[src/rtl/draw_pkg.sv]
// Shared constants and state encoding for the polyline sequencer and its draw path.
package draw_pkg;

    localparam int unsigned RGB_W   = 16;
    localparam int unsigned COORD_W = 16;

    // Word offsets of the x and y coordinates within a vertex record
    localparam logic VERT_X = 1'b0;
    localparam logic VERT_Y = 1'b1;

    typedef enum logic [3:0] {
        ST_IDLE      = 4'd0,
        ST_RD0X      = 4'd1,
        ST_RD0Y      = 4'd2,
        ST_SHIFT     = 4'd3,
        ST_RDX       = 4'd4,
        ST_RDY       = 4'd5,
        ST_ISSUE     = 4'd6,
        ST_WAIT_ACK  = 4'd7,
        ST_WAIT_DONE = 4'd8
    } state_t;

endpackage

[src/rtl/rise_edge_detect.sv]
// Single-register rising-edge detector; rise_c is high while d=1 and the previous sample was 0.
module rise_edge_detect (
    input  logic clk,
    input  logic resn,
    input  logic d,
    output logic rise_c
);

    logic d_q;

    always_ff @(posedge clk or negedge resn) begin
        if (!resn) begin
            d_q <= 1'b0;
        end else begin
            d_q <= d;
        end
    end

    assign rise_c = d & ~d_q;

endmodule

[src/rtl/polyline_sequencer.sv]
// Walks a vertex list in the buffer RAM and issues one draw_line plot per segment of the polyline.
module polyline_sequencer
    import draw_pkg::*;
#(
    parameter int unsigned C_ADDR_BITS   = 10,
    parameter int unsigned C_LEN_BITS    = 9,
    parameter int unsigned C_ACK_TIMEOUT = 7
) (
    input  logic                   clk,
    input  logic                   resn,
    input  logic                   plot,
    input  logic [C_LEN_BITS-1:0]  len,
    input  logic [RGB_W-1:0]       color,
    output logic                   busy,
    output logic                   done,
    output logic                   buf_rd,
    output logic [C_ADDR_BITS-1:0] buf_addr,
    input  logic [COORD_W-1:0]     buf_data,
    output logic                   line_plot,
    input  logic                   line_busy,
    output logic [COORD_W-1:0]     line_x0,
    output logic [COORD_W-1:0]     line_y0,
    output logic [COORD_W-1:0]     line_x1,
    output logic [COORD_W-1:0]     line_y1,
    output logic [RGB_W-1:0]       line_color
);

    localparam int unsigned         CNT_W    = $clog2(C_ACK_TIMEOUT + 1);
    localparam logic [CNT_W-1:0]    ACK_LAST = CNT_W'(C_ACK_TIMEOUT - 1);

    state_t                  state;
    logic                    rd_ph;
    logic [C_LEN_BITS-1:0]   len_q;
    logic [C_LEN_BITS-1:0]   idx;
    logic [CNT_W-1:0]        ack_cnt;
    logic                    plot_rise_c;
    logic                    last_seg_c;
    logic                    seg_end_c;

    rise_edge_detect u_plot_edge (
        .clk    (clk),
        .resn   (resn),
        .d      (plot),
        .rise_c (plot_rise_c)
    );

    function automatic logic [C_ADDR_BITS-1:0] vert_addr(input logic [C_LEN_BITS-1:0] v,
                                                         input logic word);
        return C_ADDR_BITS'({v, word});
    endfunction

    // A segment retires when draw_line goes idle, or when it never acknowledged the plot
    assign last_seg_c = (idx == len_q - C_LEN_BITS'(1));
    assign seg_end_c  = !line_busy &&
                        ((state == ST_WAIT_DONE) ||
                         ((state == ST_WAIT_ACK) && (ack_cnt == ACK_LAST)));

    // Each read state spends rd_ph=0 with buf_rd high and captures buf_data at the end of rd_ph=1
    always_ff @(posedge clk or negedge resn) begin
        if (!resn) begin
            state      <= ST_IDLE;
            rd_ph      <= 1'b0;
            len_q      <= '0;
            idx        <= '0;
            ack_cnt    <= '0;
            busy       <= 1'b0;
            done       <= 1'b0;
            buf_rd     <= 1'b0;
            buf_addr   <= '0;
            line_plot  <= 1'b0;
            line_x0    <= '0;
            line_y0    <= '0;
            line_x1    <= '0;
            line_y1    <= '0;
            line_color <= '0;
        end else begin
            done      <= 1'b0;
            line_plot <= 1'b0;
            buf_rd    <= 1'b0;
            case (state)
                ST_IDLE: begin
                    if (plot_rise_c && (len >= C_LEN_BITS'(2))) begin
                        len_q      <= len;
                        line_color <= color;
                        busy       <= 1'b1;
                        rd_ph      <= 1'b0;
                        buf_rd     <= 1'b1;
                        buf_addr   <= vert_addr(C_LEN_BITS'(0), VERT_X);
                        state      <= ST_RD0X;
                    end
                end
                ST_RD0X: begin
                    rd_ph <= ~rd_ph;
                    if (rd_ph) begin
                        line_x1  <= buf_data;
                        buf_rd   <= 1'b1;
                        buf_addr <= vert_addr(C_LEN_BITS'(0), VERT_Y);
                        state    <= ST_RD0Y;
                    end
                end
                ST_RD0Y: begin
                    rd_ph <= ~rd_ph;
                    if (rd_ph) begin
                        line_y1 <= buf_data;
                        idx     <= C_LEN_BITS'(1);
                        state   <= ST_SHIFT;
                    end
                end
                ST_SHIFT: begin
                    line_x0  <= line_x1;
                    line_y0  <= line_y1;
                    buf_rd   <= 1'b1;
                    buf_addr <= vert_addr(idx, VERT_X);
                    state    <= ST_RDX;
                end
                ST_RDX: begin
                    rd_ph <= ~rd_ph;
                    if (rd_ph) begin
                        line_x1  <= buf_data;
                        buf_rd   <= 1'b1;
                        buf_addr <= vert_addr(idx, VERT_Y);
                        state    <= ST_RDY;
                    end
                end
                ST_RDY: begin
                    rd_ph <= ~rd_ph;
                    if (rd_ph) begin
                        line_y1 <= buf_data;
                        state   <= ST_ISSUE;
                    end
                end
                ST_ISSUE: begin
                    // Hold off while draw_line is still busy with someone else's work
                    if (!line_busy) begin
                        line_plot <= 1'b1;
                        ack_cnt   <= '0;
                        state     <= ST_WAIT_ACK;
                    end
                end
                ST_WAIT_ACK: begin
                    if (line_busy) begin
                        state <= ST_WAIT_DONE;
                    end else if (ack_cnt != ACK_LAST) begin
                        ack_cnt <= ack_cnt + CNT_W'(1);
                    end
                end
                ST_WAIT_DONE: begin
                end
                default: begin
                    state <= ST_IDLE;
                end
            endcase

            if (seg_end_c) begin
                if (last_seg_c) begin
                    state <= ST_IDLE;
                    done  <= 1'b1;
                    busy  <= 1'b0;
                end else begin
                    idx   <= idx + C_LEN_BITS'(1);
                    state <= ST_SHIFT;
                end
            end
        end
    end

endmodule

[config.mk]
export PLATFORM = sky130hd
export DESIGN_NAME = polyline_sequencer
export DESIGN_NICKNAME = d
export VERILOG_FILES = /design/src/rtl/draw_pkg.sv /design/src/rtl/rise_edge_detect.sv /design/src/rtl/polyline_sequencer.sv
export SDC_FILE = /design/constraint.sdc
export NUM_CORES = 1
export LEC_CHECK = 0
export ABC_CLOCK_PERIOD_IN_PS = 4600
export BUFFER_PORTS_ARGS = -buffer_cell sky130_fd_sc_hd__buf_2
export CORE_MARGIN = 4
export CORE_UTILIZATION = 56
export CTS_CLUSTER_DIAMETER = 60
export CTS_CLUSTER_SIZE = 24
export DETAILED_ROUTE_END_ITERATION = 8
export PLACE_DENSITY = 0.95
export RECOVER_POWER = 25
export SLEW_MARGIN = 20
export SYNTH_ARGS = -nofsm -noshare
export SYNTH_HDL_FRONTEND = slang
export SYNTH_SLANG_ARGS = --single-unit
[constraint.sdc]
create_clock -name clk -period 4.6 [get_ports clk]
set_input_delay 0.92 -clock clk [delete_from_list [all_inputs] [get_ports clk]]
set_output_delay 0.92 -clock clk [all_outputs]
set_load 0.03 [all_outputs]
==> metrics.csv, run 1 <==
stage,metric,value,unit
clock_network,Worst-Skew Late Latency,500,ps
cells_and_area,"most common cell after layout, fill and taps aside",buf_2,
clock_network,setup bufs post-CTS,0,
sta,headroom to the max-slew limit,-28.1,%
power_and_ir_drop,power share of the combinational group,44.0,%
flow_run,Max-Cap Viols,1,
grt,global-route wire length before repair,20.2,mm
sta,final slew viol count,79,
synth,Yosys warnings,0,
synth,Cell variety after synth,48,
floorplanning,num ports,139,
clock_network,H-tree depth,4,
setup_path,worst reg2reg endpoint,idx[7]$_DFF_PN0_,
setup_path,Crit path largest cell delay,1350,ps
setup_path,"setup slack, reg-to-reg",1850,ps
sta,Max Freq,355,MHz
clock_network,CTS max path bufs,2,
status,run status,finished with violations,
sta,Setup WS post-layout,1780,ps
cells_and_area,Fillers,602,
routing,detailed-route via count,3756,
placement,post-place setup slack,1870,ps
floorplanning,Die Y,104,um
synth,Synth Flop Type,dfrtp_1,
cells_and_area,ratio of cells with drive above 1 in the final layout,48.0,%
setup_path,arrival time at the worst endpoint,3250,ps
synth,Post-synth EDFFs,0,
grt,largest net degree at the start of global routing,79,
clock_network,clk slew on worst S/H paths,60,ps
worst_hold_path,Hold Path Depth,2,
setup_path,CP Launch Type,primary input,
power_and_ir_drop,leakage,0.00317,uW
power_and_ir_drop,power per cell area,883,nW/um^2
routing,Routed Wire Length,12.0,mm
worst_hold_path,WHS Endpoint,buf_addr[4]$_DFFE_PN0P_,
routing,First-pass DRT Iterations,4,
grt,GRT Total Usage,23.1,%
sta,final setup violation count,0,
clock_network,CTS hold repair buffers,0,
setup_path,"CP delay by family, top",buffers and inverters,
routing,drt first-iter violations,158,
setup_path,WP data required,5030,ps
sta,Period minus WS final,2820,ps
sta,"Hold Violations, Final",0,
clock_network,Clock Sink Count,121,
synth,Synth Register Bits,121,
synth,"FFs w/ async S/R, synth",100,%
clock_network,PostCTS Resize Cnt,0,
setup_path,Worst Setup End Kind,async pin,
cells_and_area,antenna cells,0,
sta,RSZ-0062 raised after global routing,no,
power_and_ir_drop,Max IR drop VDD,0.600,mV
setup_path,sequence of cells on the critical path,clkbuf_2 > clkbuf_1,
grt,gr ovfl total,0,
sta,Tcrit/Tclk final,61.3,%
sta,setup TNS,0,ps
floorplanning,Initial Util,58.5,%
power_and_ir_drop,Internal,3310,uW
floorplanning,DIE WIDTH,104,um
clock_network,CTS tree,built,
power_and_ir_drop,sequential share of power,34.0,%
routing,# DRC,0,
synth,syn nets,457,
synth,"Seq/Total Area, Yosys",58.5,%
clock_network,Inserted Clock Buffers,17,
power_and_ir_drop,sw power,2460,uW
routing,antenna-violating nets left,0,
synth,Cells after Synth,408,
floorplanning,FP Rows,34,
power_and_ir_drop,Clock power frac,21.9,%
setup_path,CP max stage cell,clkbuf_2,
setup_path,critical path class,in -> async,
cells_and_area,Area Growth Syn to Fin,26.2,%
sta,Worst Skew,6.48,ps
placement,port buffer count,138,
floorplanning,die area,10900,sq um
worst_hold_path,HP Class,reg -> reg,
grt,antenna violations before repair,0,
sta,Worst Tran Pin Value,1920,ps
grt,vias in the first global route,4069,
placement,Detail Placement HPWL,8.40,mm
synth,Post-Synthesis Cell Area,5180,sq um
setup_path,R2R depth,8,
clock_network,CTS root buf,clkbuf_8,
routing,drt wl/cell,17.8,um
power_and_ir_drop,sw frac,42.7,%
cells_and_area,"commonest cells after routing, fill and taps aside","buf_2, dfrtp_1, mux2_2, nand2_1, clkbuf_16",
placement,Placer Congestion,0.839,
synth,synthesized area per cell,12.7,sq um
status,failing checks,"max-capacitance violations, max-slew violations",
floorplanning,core area,8850,sq um
worst_hold_path,min-delay src,buf_addr[4]$_DFFE_PN0P_,
routing,drt via density,5.60,
setup_path,CP Buf/Inv Count,2,
setup_path,RR Startpoint,len_q[0]$_DFFE_PN0P_,
setup_path,CP Max Fanout,78,
cells_and_area,nets,599,
## registers in the layout, indices dropped and copies added (netlist names), 3 cells and up
| signal | count |
|---|---|
| line_y1 | 16 |
| line_x1 | 16 |
| line_color | 16 |
| buf_addr | 10 |
| len_q | 9 |
| ack_cnt | 3 |
| state | 4 |
| idx | 9 |
| line_y0 | 16 |
| line_x0 | 16 |
## final cells by class
| type | count | area [sq um] | area share (%) |
|---|---|---|---|
| inverters | 9 | 33.8 | 0.517 |
| multi-input cells | 258 | 2040 | 31.2 |
| clock inverters | 14 | 149 | 2.28 |
| flip-flops and latches | 121 | 3030 | 46.3 |
| repair buffers | 143 | 723 | 11.1 |
| well taps | 108 | 135 | 2.07 |
| clock buffers | 18 | 428 | 6.55 |
## how the worst max path moves through the flow
stage / from / endpoint / slack [ps] / cells after the start
detailed placement: len_q[0]$_DFFE_PN0P_ / idx[7]$_DFF_PN0_ / 1870 / 8
finish: resn / line_y0[10]$_DFFE_PN0P_ / 1780 / 2
CTS: len_q[0]$_DFFE_PN0P_ / idx[7]$_DFF_PN0_ / 1840 / 8
floorplan: len[3] / len_q[8]$_DFFE_PN0P_ / 2170 / 6
global placement: len[1] / buf_addr[8]$_DFFE_PN0P_ / 1980 / 9
global route: resn / line_y0[10]$_DFFE_PN0P_ / 1310 / 2
## cells in the mapped netlist, drive strengths merged (2+ instances only)
cell	instances	share of area, %
a21oi	9	0.94
a22o	2	0.34
a31oi	2	0.24
and2	4	0.48
and3	5	0.63
and3b	2	0.34
buf	3	0.39
clkbuf	17	1.2
dfrtp	121	58
ha	4	0.97
inv	9	0.65
mux2	87	19
mux2i	7	1.4
nand2	39	2.8
nand2b	5	0.60
nand3	15	1.4
nand4	5	0.60
nor2	14	1.0
nor3	7	0.68
nor3b	4	0.58
nor4	3	0.36
o21ai	7	0.68
o2bb2ai	2	0.34
or3	3	0.36
xnor2	11	1.9
xor2	4	0.68
## logic make-up after synthesis
group,after synthesis,share of synthesized area [%]
AO/OA/AOI/OAI,34,4.74
XOR/XNOR,15,2.54
adder cells (fa/ha/maj),4,0.966
buffers and inverters,29,2.27
flip-flops,121,58.5
multiplexers,94,20.3
AND/OR/NAND/NOR,111,10.8
## metal layers
metal  GRT usage, %  vias to the layer above  part of all wire (%)
met5              0                        -                     0
met1           26.8                     1870                    38
met4           8.74                        0                   2.3
met3           7.32                       25                   7.1
li1               -                     1722                     -
met2           40.0                      139                    53
## tightest hold or removal path, stage by stage (launching register included)
cell     delay, ps
dfrtp_1        330
nand2_1         50
nand2_1         50
## through the flow
stage	util [%]	cells	cell area [sq um]	hold slack [ps]	power, uW
3_3_place_gp	67.4	639	5970	452	4370
6_report	73.9	671	6540	462	5770
4_1_cts	73.9	671	6540	464	5810
5_1_grt	73.9	671	6540	501	6090
2_1_floorplan	-	408	5180	478	3730
3_5_place_dp	67.4	639	5970	452	4510
## power by group through the flow
| stage | Clock [uW] | Combinational [uW] | Sequential, uW |
|---|---|---|---|
| floorplan | 0 | 1100 | 2630 |
| global placement | 0 | 2440 | 1920 |
| detailed placement | 0 | 2540 | 1970 |
| CTS | 1280 | 2570 | 1960 |
| global route | 1340 | 2720 | 2030 |
| finish | 1270 | 2540 | 1960 |
(Power assumes the default switching activity.)
==> run 2: changes to the inputs <==
- ABC_CLOCK_PERIOD_IN_PS: 4600 -> 2840
- CORE_UTILIZATION: 56 -> 52
- PLACE_DENSITY: 0.95 -> 0.91
- clock period: 4.6 -> 2.84 ns (I/O delays scaled with it)
==> run 2 against run 1 <==
The flow now finishes without violations. First-iteration DRC count rose by 39%. Via count down 0.53%. Combinational power grew 65%. Non-clock buffer count is 8 higher. Critical path depth grew 5. Critical endpoint is now idx[7]$_DFF_PN0_. Largest cell class unchanged. Largest power group unchanged.
==> metrics.csv, run 2 (synthesized netlist as in run 1, its figures left out) <==
stage,metric,value,unit,change
status,run status,finished clean,,
sta,"Hold Violations, Final",0,,unchanged
floorplanning,FP Rows,36,,+5.9%
routing,drt via density,5.31,,-5.2%
placement,port buffer count,138,,unchanged
sta,RSZ-0062 raised after global routing,no,,
clock_network,H-tree depth,4,,unchanged
grt,antenna violations before repair,0,,unchanged
cells_and_area,ratio of cells with drive above 1 in the final layout,48.5,%,+0.55 points
setup_path,CP Max Fanout,9,,-88%
sta,Worst Skew,6.33,ps,-0.143 ps
routing,drt wl/cell,16.2,um,-8.8%
grt,vias in the first global route,3948,,-3.0%
power_and_ir_drop,Max IR drop VDD,0.821,mV,+37%
cells_and_area,final core utilization,67.9,%,-6.0 points
setup_path,WP data required,3260,ps,-1770 ps
routing,# DRC,0,,unchanged
clock_network,CTS max path bufs,2,,unchanged
clock_network,CTS hold repair buffers,0,,unchanged
grt,gr ovfl total,0,,unchanged
worst_hold_path,HP Class,in -> reg,,
sta,setup TNS,0,ps,unchanged
sta,headroom to the max-slew limit,14.6,%,+43 points
grt,global-route wire length before repair,19.0,mm,-5.6%
sta,Max Freq,390,MHz,
setup_path,Worst Setup End Kind,register,,
floorplanning,Initial Util,53.2,%,-5.3 points
setup_path,worst reg2reg endpoint,idx[7]$_DFF_PN0_,,
clock_network,CTS tree,built,,
routing,antenna-violating nets left,0,,unchanged
cells_and_area,Fillers,696,,+16%
floorplanning,core area,9730,sq um,+10%
setup_path,RR Startpoint,len_q[0]$_DFFE_PN0P_,,
routing,Routed Wire Length,11.4,mm,-4.4%
cells_and_area,"most common cell after layout, fill and taps aside",buf_2,,
sta,Period minus WS final,2570,ps,
grt,GRT Total Usage,21.1,%,-2.0 points
placement,Placer Congestion,0.862,,+2.8%
sta,Tcrit/Tclk final,90.3,%,
sta,Worst Tran Pin Value,1280,ps,-640 ps
cells_and_area,nets,607,,+1.3%
routing,drt first-iter violations,219,,+39%
floorplanning,die area,11600,sq um,+7.1%
clock_network,setup bufs post-CTS,0,,unchanged
clock_network,PostCTS Resize Cnt,0,,unchanged
cells_and_area,"commonest cells after routing, fill and taps aside","buf_2, dfrtp_1, mux2_2, nand2_1, clkbuf_16",,
sta,final setup violation count,0,,unchanged
clock_network,CTS root buf,clkbuf_8,,
floorplanning,DIE WIDTH,108,um,+3.5%
floorplanning,num ports,139,,unchanged
setup_path,R2R depth,7,,-1
cells_and_area,Area Growth Syn to Fin,27.5,%,
worst_hold_path,Hold Path Depth,1,,-1
power_and_ir_drop,power per cell area,1400,nW/um^2,+59%
worst_hold_path,min-delay src,plot,,
clock_network,Clock Sink Count,121,,unchanged
routing,First-pass DRT Iterations,4,,unchanged
setup_path,critical path class,reg -> reg,,
clock_network,clk slew on worst S/H paths,60,ps,about the same
flow_run,Max-Cap Viols,0,,-1
worst_hold_path,WHS Endpoint,u_plot_edge.d_q$_DFF_PN0_,,
placement,Detail Placement HPWL,8.23,mm,-2.0%
routing,detailed-route via count,3736,,-0.53%
floorplanning,Die Y,108,um,+3.5%
cells_and_area,antenna cells,0,,unchanged
cells_and_area,"Design Area, Final",6610,sq um,+1.1%
power_and_ir_drop,leakage,0.00320,uW,+1.0%
setup_path,arrival time at the worst endpoint,2990,ps,-260 ps
placement,DP Area,6070,sq um,+1.7%
setup_path,CP Launch Type,register,,
clock_network,Worst-Skew Late Latency,500,ps,about the same
clock_network,Inserted Clock Buffers,17,,unchanged
grt,largest net degree at the start of global routing,55,,-30%
sta,final slew viol count,0,,-100%
setup_path,"setup slack, reg-to-reg",270,ps,-1580 ps
-- run 2: cell type report --
class,instances,area [sq um],share of cell area (%)
timing repair buffer,151,777,11.8
inverter,9,33.8,0.511
clock buffer,19,442,6.69
multi-input combinational,258,2040,30.9
sequential,121,3030,45.8
tap,133,166,2.52
clock inverter,13,120,1.82
-- run 2: metal layers --
layer | part of all wire (%) | vias to the layer above | GRT usage, %
met1 | 39 | 1837 | 25.5
met5 | 0 | - | 0
met3 | 5.3 | 31 | 5.64
met2 | 53 | 122 | 35.8
li1 | - | 1746 | -
met4 | 2.7 | 0 | 8.66
-- run 2: power by group --
part	internal (uW)	leakage (uW)	switching [uW]
clock	1210	0.000271	776
combinational	1610	0.00145	2560
sequential	2520	0.00148	591
total	5350	0.00320	3930
-- run 2: how the worst max path moves through the flow --
stage / endpoint / start
after detailed placement: idx[7]$_DFF_PN0_ / len_q[0]$_DFFE_PN0P_
after CTS: idx[7]$_DFF_PN0_ / len_q[0]$_DFFE_PN0P_
after global placement: idx[5]$_DFF_PN0_ / len_q[0]$_DFFE_PN0P_
final: idx[7]$_DFF_PN0_ / len_q[0]$_DFFE_PN0P_
after global routing: idx[5]$_DFF_PN0_ / len_q[0]$_DFFE_PN0P_
after floorplan: idx[2]$_DFF_PN0_ / len_q[0]$_DFFE_PN0P_
-- run 2: critical path, cell delays in order (launching register included) --
cell	delay (ps)
dfrtp_1	420
or4_4	560
or3_1	370
a211oi_2	280
a41oi_2	290
buf_4	250
nand4_1	100
mux2i_1	190
-- run 2: stage by stage --
stage,hold WS [ps],worst slack (ps),power (uW),std cells
finish,196,275,9280,704
floorplan,272,565,6040,408
CTS,83.3,283,9360,704
detailed placement,454,296,7330,672
global route,182,117,9840,704
global placement,447,390,7130,672
==> run 3: changes to the inputs <==
- CAP_MARGIN: default -> 20
- CORE_MARGIN: 4 -> 3
- SKIP_LAST_GASP: default -> 1
==> run 3 against run 2 <==
Cell count shrank 0.57%. Sequential power barely moved. Sequential share of layout area fell by 0.21 points. Critical path depth did not move. Power rose by 1.9%. Count of clock-buffer cells in the layout decreased by 2. Hold slack lost 11 ps. Clock power up 6%. Global-route usage rose by 1.5 points. Die area is 3.7% lower. Flip-flop and latch count did not move. Critical path type unchanged. Largest cell class unchanged. Highest routed layer unchanged.
==> metrics.csv, run 3 (synthesized netlist as in run 1, its figures left out) <==
stage,metric,value,unit,change
routing,drt first-iter violations,234,,+6.8%
sta,Worst Skew,12.8,ps,+6.45 ps
cells_and_area,Reg area,3030,sq um,unchanged
setup_path,CP Max Fanout,9,,unchanged
placement,Inst Count DP,668,,-0.60%
grt,largest net degree at the start of global routing,61,,+11%
worst_hold_path,Hold Path Depth,1,,unchanged
floorplanning,Initial Util,54.7,%,+1.5 points
clock_network,H-tree depth,4,,unchanged
sta,Tcrit/Tclk final,95.6,%,+5.3 points
cells_and_area,Non-Filler Instances,700,,-0.57%
routing,drt wl/cell,17.1,um,+5.5%
sta,Setup WS post-layout,125,ps,-150 ps
routing,detailed-route via count,3788,,+1.4%
sta,final setup violation count,0,,unchanged
setup_path,CP max stage cell,or4_4,,
setup_path,CP Buf/Inv Count,1,,unchanged
setup_path,Worst Setup End Kind,register,,
routing,drt via density,5.41,,+2.0%
cells_and_area,Fillers,683,,-1.9%
setup_path,R2R depth,7,,unchanged
cells_and_area,Area Growth Syn to Fin,28.1,%,
floorplanning,core area,9460,sq um,-2.8%
grt,antenna violations before repair,0,,unchanged
placement,Detail Placement HPWL,8.36,mm,+1.5%
cells_and_area,nets,607,,unchanged
placement,port buffer count,138,,unchanged
clock_network,clk slew on worst S/H paths,60,ps,about the same
power_and_ir_drop,power per cell area,1420,nW/um^2,+1.4%
setup_path,arrival time at the worst endpoint,3090,ps,+100 ps
floorplanning,FP Rows,35,,-2.8%
sta,Max Freq,368,MHz,-5.5%
sta,final slew viol count,0,,unchanged
power_and_ir_drop,leakage,0.00322,uW,+0.42%
clock_network,Inserted Clock Buffers,17,,unchanged
sta,headroom to the max-slew limit,6.19,%,-8.4 points
sta,"Hold Violations, Final",0,,unchanged
grt,GRT Total Usage,22.6,%,+1.5 points
cells_and_area,antenna cells,0,,unchanged
setup_path,sequence of cells on the critical path,or4_4 > nor4_1 > xnor2_1 > a41oi_4 > buf_4 > nand4_1 > mux2i_1,,
routing,First-pass DRT Iterations,4,,unchanged
worst_hold_path,HP Class,in -> reg,,
grt,vias in the first global route,4093,,+3.7%
status,run status,finished clean,,
sta,Period minus WS final,2720,ps,+150 ps
cells_and_area,area of the multi-input gates,2050,sq um,+0.55%
setup_path,"setup slack, reg-to-reg",120,ps,-150 ps
clock_network,CTS max path bufs,2,,unchanged
clock_network,Worst-Skew Late Latency,510,ps,about the same
placement,Placer Congestion,0.838,,-2.9%
floorplanning,DIE WIDTH,106,um,-1.9%
sta,setup TNS,0,ps,unchanged
placement,post-place setup slack,265,ps,-30.4 ps
setup_path,CP Launch Type,register,,
floorplanning,Die Y,106,um,-1.9%
clock_network,CTS root buf,clkbuf_8,,
grt,gr ovfl total,0,,unchanged
sta,Worst Tran Pin Value,1410,ps,+126 ps
setup_path,RR Startpoint,len_q[0]$_DFFE_PN0P_,,
floorplanning,num ports,139,,unchanged
cells_and_area,"commonest cells after routing, fill and taps aside","buf_2, dfrtp_1, mux2_2, nand2_1, clkbuf_16",,
flow_run,Max-Cap Viols,0,,unchanged
setup_path,"CP delay by family, top",simple AND/OR/NAND/NOR gates,,
routing,# DRC,0,,unchanged
grt,global-route wire length before repair,20.0,mm,+5.2%
clock_network,Clock Sink Count,121,,unchanged
setup_path,worst reg2reg endpoint,idx[5]$_DFF_PN0_,,
cells_and_area,"most common cell after layout, fill and taps aside",buf_2,,
worst_hold_path,min-delay src,plot,,
floorplanning,die area,11200,sq um,-3.7%
setup_path,Crit path largest cell delay,570,ps,about the same
setup_path,critical path class,reg -> reg,,
routing,Routed Wire Length,12.0,mm,+4.9%
routing,antenna-violating nets left,0,,unchanged
power_and_ir_drop,Max IR drop VDD,0.952,mV,+16%
setup_path,WP data required,3210,ps,-50 ps
clock_network,CTS tree,built,,
sta,RSZ-0062 raised after global routing,no,,
cells_and_area,ratio of cells with drive above 1 in the final layout,48.7,%,+0.18 points
worst_hold_path,WHS Endpoint,u_plot_edge.d_q$_DFF_PN0_,,
-- run 3: changes by cell type in the layout (fill, tap and decap cells not counted), sizes merged --
cell    before  now
buf        146  147
clkbuf      24   21
clkinv       7    5
bufinv       1    2
inv         11   14
-- run 3: what timing repair did --
item,in CTS,in global routing
gates resized for setup,0,1
endpoints found under the setup margin,0,1
setup buffers,0,0
hold buffers,0,0
-- run 3: area by class of cell --
cell class                      count  area share (%)
Timing Repair Buffer              151            11.8
Multi-Input combinational cell    258            30.9
Sequential cell                   121            45.6
Clock buffer                       17            6.24
Inverter                            9           0.509
Tap cell                          129            2.43
Clock inverter                     15            2.53
-- run 3: power by group --
part           switching [uW]  internal (uW)  total, uW
registers                 598           2520       3120
logic                    2610           1620       4230
clock network             830           1270       2100
total                    4040           5410       9450
-- run 3: worst max path at each step --
| stage | slack [ps] | startpoint | cells after the start | to |
|---|---|---|---|---|
| 5_1_grt | 50 | len_q[0]$_DFFE_PN0P_ | 7 | idx[7]$_DFF_PN0_ |
| 2_1_floorplan | 560 | len_q[0]$_DFFE_PN0P_ | 6 | idx[2]$_DFF_PN0_ |
| 3_5_place_dp | 270 | len_q[0]$_DFFE_PN0P_ | 7 | idx[5]$_DFF_PN0_ |
| 3_3_place_gp | 390 | len_q[0]$_DFFE_PN0P_ | 7 | idx[4]$_DFF_PN0_ |
| 6_report | 120 | len_q[0]$_DFFE_PN0P_ | 7 | idx[5]$_DFF_PN0_ |
| 4_1_cts | 120 | len_q[0]$_DFFE_PN0P_ | 7 | idx[5]$_DFF_PN0_ |
-- run 3: metrics by stage --
step	power, uW	hold WS (ps)	utilization, %	instance area (sq um)
final	9450	185	70.1	6640
after global routing	9970	187	70.1	6640
after CTS	9500	87.0	70.3	6650
after detailed placement	7340	455	64.1	6060
after global placement	7130	449	64.1	6060
after floorplan	6040	272	-	5180
-- run 3: metal layers --
| layer | wire [um] | part of all wire, % | global-route usage, % |
|---|---|---|---|
| met1 | 4640 | 39 | 25.7 |
| met2 | 6550 | 55 | 40.7 |
| met5 | 0 | 0 | 0 |
| met4 | 275 | 2.3 | 9.81 |
| met3 | 527 | 4.4 | 4.96 |
-- run 3: worst reg2reg max path, stage by stage, from the launching register on --
cell and delay [ps]:
dfrtp_1 420, or4_4 570, nor4_1 430, xnor2_1 240, a41oi_4 420, buf_4 220
nand4_1 120, mux2i_1 160
